`config.mk`:
```
export PLATFORM = sky130hd
export DESIGN_NAME = comparators
export DESIGN_NICKNAME = d
export VERILOG_FILES = /design/src/rtl/comparators.sv
export SDC_FILE = /design/constraint.sdc
export NUM_CORES = 1
export LEC_CHECK = 0
export CORE_ASPECT_RATIO = 1.25
export CORE_UTILIZATION = 32
export CTS_BUF_LIST = sky130_fd_sc_hd__clkbuf_4 sky130_fd_sc_hd__clkbuf_8
export CTS_CLUSTER_SIZE = 24
export DETAILED_ROUTE_END_ITERATION = 8
export PLACE_DENSITY = 0.79
export RECOVER_POWER = 100
export SETUP_SLACK_MARGIN = 0.5
export SLEW_MARGIN = 15
export SYNTH_ARGS = -nofsm -noshare
export SYNTH_HDL_FRONTEND = slang
export SYNTH_SLANG_ARGS = --single-unit
```
`constraint.sdc`:
```
create_clock -name clk -period 1.87 [get_ports clk]
set_input_delay 0.187 -clock clk [delete_from_list [all_inputs] [get_ports clk]]
set_output_delay 0.187 -clock clk [all_outputs]
set_load 0.01 [all_outputs]
```
`src/rtl/comparators.sv`:
```
// Registered signed equality / less-than comparator with 1-cycle latency.
// Define COMPARATORS_LTU_EN to add the registered unsigned less-than output ltu.
module comparators #(
    parameter int N = 32
) (
    input  logic         clk,
    input  logic         rst,
    input  logic [N-1:0] a,
    input  logic [N-1:0] b,
    input  logic         in_valid,
    output logic         out_valid,
    output logic         equals,
`ifdef COMPARATORS_LTU_EN
    output logic         ltu,
`endif
    output logic         less_than
);

    logic eq_c;
    logic lt_c;
    logic diff_msb;
    logic ovf;
`ifdef COMPARATORS_LTU_EN
    logic carry_out;
`endif

    assign eq_c = &(a ~^ b);

    // Ripple a + ~b + 1; only the sign bit and the final carry are consumed.
    always_comb begin : sub
        logic c;
        c        = 1'b1;
        diff_msb = 1'b0;
        for (int unsigned i = 0; i < N; i++) begin
            if (i == N - 1) begin
                diff_msb = a[i] ^ ~b[i] ^ c;
            end
            c = (a[i] & ~b[i]) | (c & (a[i] ^ ~b[i]));
        end
`ifdef COMPARATORS_LTU_EN
        carry_out = c;
`endif
    end

    assign ovf  = (a[N-1] ^ b[N-1]) & (diff_msb ^ a[N-1]);
    assign lt_c = diff_msb ^ ovf;

    always_ff @(posedge clk) begin
        if (rst) begin
            out_valid <= 1'b0;
            equals    <= 1'b0;
            less_than <= 1'b0;
`ifdef COMPARATORS_LTU_EN
            ltu       <= 1'b0;
`endif
        end else begin
            out_valid <= in_valid;
            if (in_valid) begin
                equals    <= eq_c;
                less_than <= lt_c;
`ifdef COMPARATORS_LTU_EN
                ltu       <= ~carry_out;
`endif
            end
        end
    end

endmodule

```
* Yosys cells after proc, flatten, opt, wreduce, memory -nomap -nowiden *
Cells that the tools add are included.

word-level totals
  bits in registers = 3
  bits of input ports = 67
  output and inout port bits = 3

operators by class
  bitwise logic cells = 162
  reductions and logical operators = 1

operator list
  cell                  count
  AND 1 bit             62
  bitwise XOR 1 bit     36
  inverter 1 bit        32
  AND reduction 32 bit  1
  XNOR 32 bit           1
  OR 1 bit              31

* Depth between registers and ports, before layout *
  word-level depth = 67
  gate-level depth with buffers = 10
  gate-level depth less buffers = 10

* Worst setup path before layout *
Ideal clock, no wire load.

  kind = input to register
  start = in b[12]
  end = reg less_than
  setup time = 0.114 ns
  arrival time = 1.716 ns
  data required time = 1.756 ns
  path slack = 0.040 ns
  cell stages on the path = 9
  path buffers = 0
  cells stage by stage = inv_1 ha_1 nand3_1 nor4_1 a31o_2 o41ai_2 fa_1 mux2i_1 nor2_1

on the way
  longest elaborated chain between the ends = 44
  elaborated cells on any way between the ends = 45

ends and longest elaborated chain
  what                   line  text
  start, declared        9     input logic [N-1:0] b,
  inverter 1 bit (*)     38    c = (a[i] & ~b[i]) | (c & (a[i] ^ ~b[i]));
  bitwise XOR 1 bit      38
  AND 1 bit              38
  OR 1 bit (*)           38
  AND 1 bit (*)          38
  OR 1 bit (*)           38
  AND 1 bit (*)          38
  OR 1 bit (*)           38
  [29 not listed]        --
  OR 1 bit (*)           38
  AND 1 bit (*)          38
  OR 1 bit (*)           38
  bitwise XOR 1 bit (*)  36    diff_msb = a[i] ^ ~b[i] ^ c;
  bitwise XOR 1 bit      45    assign ovf = (a[N-1] ^ b[N-1]) & (diff_msb ^ a[N-1]);
  AND 1 bit              45
  bitwise XOR 1 bit (*)  46    assign lt_c = diff_msb ^ ovf;
  net lt_c               20    logic lt_c;
  end signal, assigned   60    less_than <= lt_c;
  end, declared          16    output logic less_than

Mark *: on every way through the listed nets, which the timed path passes. The rest lies on a longest branch.
A chain may end at the register's enable or synchronous reset.

* Worst setup path in the final report *
  start = in b[6]
  end = reg less_than

on the way
  longest elaborated chain between the ends = 56
  elaborated cells on any way between the ends = 57

ends and longest elaborated chain
  what                   line
  inverter 1 bit (*)     38
  bitwise XOR 1 bit      38
  AND 1 bit              38
  OR 1 bit (*)           38
  AND 1 bit (*)          38
  OR 1 bit (*)           38
  AND 1 bit (*)          38
  OR 1 bit (*)           38
  [41 not listed]        --
  OR 1 bit (*)           38
  AND 1 bit (*)          38
  OR 1 bit (*)           38
  bitwise XOR 1 bit (*)  36
  bitwise XOR 1 bit      45
  AND 1 bit              45
  bitwise XOR 1 bit (*)  46
  net lt_c               20

Marks and branches as above.

==> summary.md <==
| Metric | Value |
|---|---|
| Worst setup SP type | input pin |
| # diodes | 0 |
| Total GRT Usage | between 20 and 30% |
| CTS tree | yes |
| Failing checks | negative setup slack |
| Clock Skews | 0 ns |
| Number of max-cap violations | 0 |
| Fin crit share | 102% |
| Number of hold buffers added after CTS | 0 |
| Die ar. | between 3000 and 4000 µm² |
| CP endpoint kind | flop |
| Post-Synth XOR/XNOR Area | less than 1% |
| Slew HR | between 60% and 70% |
| Maximum number of pins on one net before global-route repair | 5 |
| Port Buf Inserts | between 60 and 70 |
| Final hold vios | 0 |
| Post-Synth Adder-Cell Area | 42.8% |
| Mapped Cells | 125 |
| Core area | 2760 µm² |
| Seq cells post-synth | 3 |
| 1st-iter DRT viols | 30 |
| Outcome | finished, violations left |
| Top cells by area, synth | ha_1, inv_1, dfxtp_1 |
| Cell Area, Synth | approximately 950 µm² |
| Endpoints failing setup | 1 |
| Top-count cell post-synth | inv_1 |
| Simple-gate share of the synthesized area | a little under an eighth |
| Syn_nets | around 220 |
| Post-synth top flop | dfxtp_1 |
| Tightest Pin Transition | approximately 0.5 ns |
| Avg Vias per Cell | 5.36 |
| Count of different cell masters after synthesis | 24 |
| Via count | 1443 |
| Vias in the first global route | ~1600 |
| Synth cell count leaders | inv_1, ha_1, a21oi_1, o21ai_0, nand4_1 |
| WP data required | approximately 2 ns |
| Yosys synthesis warning count | 0 |
| IO Pins | 70 |
| Min-Delay Path Class | flop to flop |
| Leakage Power | between 1 and 1.5 nW |
| Final net count | between 300 and 400 |
| Layout cell share with drive strength beyond 1 | between 70% and 80% |
| Clock-pin slew on the worst setup and hold paths | ~0.04 ns |
| Layout area overhead | 159% |
| RSZ-0062 raised after global routing | true |
| Max VDD drop | around 0.55 mV |
| Crit path max-delay family | adder cells |
| Row count | 21 |
| Global route overflow | 0 |
| Final antenna-violating net count | 0 |
| Clock Sinks | 3 |
| Post-layout util | 89.3% |
| Sequential share of the synthesized area | around 6.3% |
| Synth async-reset ratio | 0% |
| H-tree depth | 1 |
| Initial core utilization | 34.5% |
| Fmax | around 520 MHz |
| Total wire length | between 5000 and 6000 µm |
| Drt wl/cell | slightly below 20 µm |
| Initial antenna violation count | 0 |
| First-pass GRT wire length | roughly 7000 µm |
| Placer Congestion | 0.713 |
| Detailed placement HPWL | 2660 µm |
| R2r setup slk | ~1.2 ns |
| CTS root buf | clkbuf_4 |
| Main combinational cell family by area after synthesis | adder cells |
| Total power density per cell area | approximately 330 nW/µm² |
| Tmin final | around 1.9 ns |
| Residual DRC | 0 |
| Die Y | about 63 µm |
| Post-Syn Area per Cell | about 7.6 µm² |
| Worst-skew pair later-pin latency | roughly 0.23 ns |
| Setup ws final | -0.0443 ns |
| Post-synth EDFFs | 0 |
| Dominant cell type by area after synthesis | ha_1 |
| CTS Buf Count | 3 |
| Slowest-stage cell, CP | fa_2 |
| Total power after layout | 0.000812 W |
| CP max stage delay | between 0.3 and 0.4 ns |
| Max-slew violations | 0 |
| Compound-cell area share of the yosys netlist | ~23% |
| CP cell instances | dlygate4sd2_1, inv_1, ha_4, nand2_4, nor4_4, a31o_2, o41ai_4, fa_2, mux2i_1, nor2_1 |
| Top cell type's share of synthesized area | 40.7% |
| Post-synthesis mux area share | around 1.1% |
| Bufs and invs on worst path | 2 |
| Die W | between 50 and 60 µm |
| CP Max Fanout | 2 |
| Setup CP Type | input pin to flop |
| Clock buffer depth | 2 |
| Drt pass-1 iters | 4 |
| Setup WS pre-CTS | -0.558 ns |
| Crit path DAT | 2.04 ns |
-- state kept, by name, summed over array words and instances (netlist names) --
name and cells:
out_valid 1, equals 1, less_than 1
-- worst min-delay path, stage by stage (launching register included) --
cell and delay [ns]:
dfxtp_1 0.31, nand2b_1 0.10, a21oi_2 0.05
-- cell families after synthesis --
family,Yosys count
flip-flops,3
buffers and inverters,36
adder cells (fa/ha/maj),32
multiplexers,1
XOR/XNOR,1
AO/OA/AOI/OAI,31
AND/OR/NAND/NOR,21
-- what timing repair did --
item / 4_1_cts / 5_1_grt
gates resized for setup: 160 / 106
endpoints found under the setup margin: 2 / 2
buffers inserted: 15 / 4
pin swaps: 40 / 39
-- final cells by class --
cell class	count	area (µm²)
fillers	127	295
flip-flops and latches	3	60.1
clock buffers	4	30.0
well taps	34	42.5
repair buffers	106	851
multi-input cells	86	1330
inverters	36	148
-- power breakdown --
| group | leakage (nW) | total [W] | internal [W] | switching, W |
|---|---|---|---|---|
| combinational | 1.08 | 0.000614 | 0.000339 | 0.000275 |
| clock | 0.0184 | 0.000129 | 0.0000944 | 0.0000349 |
| sequential | 0.0247 | 0.0000693 | 0.0000676 | 0.00000168 |
| total | 1.13 | 0.000812 | 0.000501 | 0.000311 |
-- final timing paths --
check	start	end	cells past startpoint
worst max register to register	less_than$_SDFFE_PP0P_	less_than$_SDFFE_PP0P_	2
worst max-delay path	b[6]	less_than$_SDFFE_PP0P_	10
worst min register to register	equals$_SDFFE_PP0P_	equals$_SDFFE_PP0P_	2
worst min-delay path	equals$_SDFFE_PP0P_	equals$_SDFFE_PP0P_	2
-- per-layer routing --
metal | global-route usage [%] | share of wire (%)
met1 | 27.5 | 33
met2 | 59.8 | 57
met4 | 10.4 | 5.1
met5 | 0 | 0
met3 | 4.62 | 4.9
-- through the flow --
| step | hold slack [ns] | cell area [µm²] | std cells | setup TNS [ns] |
|---|---|---|---|---|
| final | 0.508 | 2460 | 269 | -0.0443 |
| after global routing | 0.522 | 2460 | 269 | -0.139 |
| after CTS | 0.475 | 2310 | 265 | 0 |
| after global placement | 0.460 | 1960 | 246 | -0.492 |
| after detailed placement | 0.463 | 1960 | 246 | -0.569 |
| after floorplan | 0.254 | 1090 | 125 | 0 |
-- cells in the final DEF (no fill, tap or decap), drive strengths merged, types with 3 or more instances in the layout --
cell,count
nand3,3
dlymetal6s2s,4
clkdlybuf4s50,7
a21oi,10
nand4,5
clkbuf,30
dfxtp,3
inv,36
o21ai,10
buf,51
a211oi,4
ha,31
clkdlybuf4s15,7
nand2,4
dlygate4sd2,11
(Power assumes the default switching activity.)
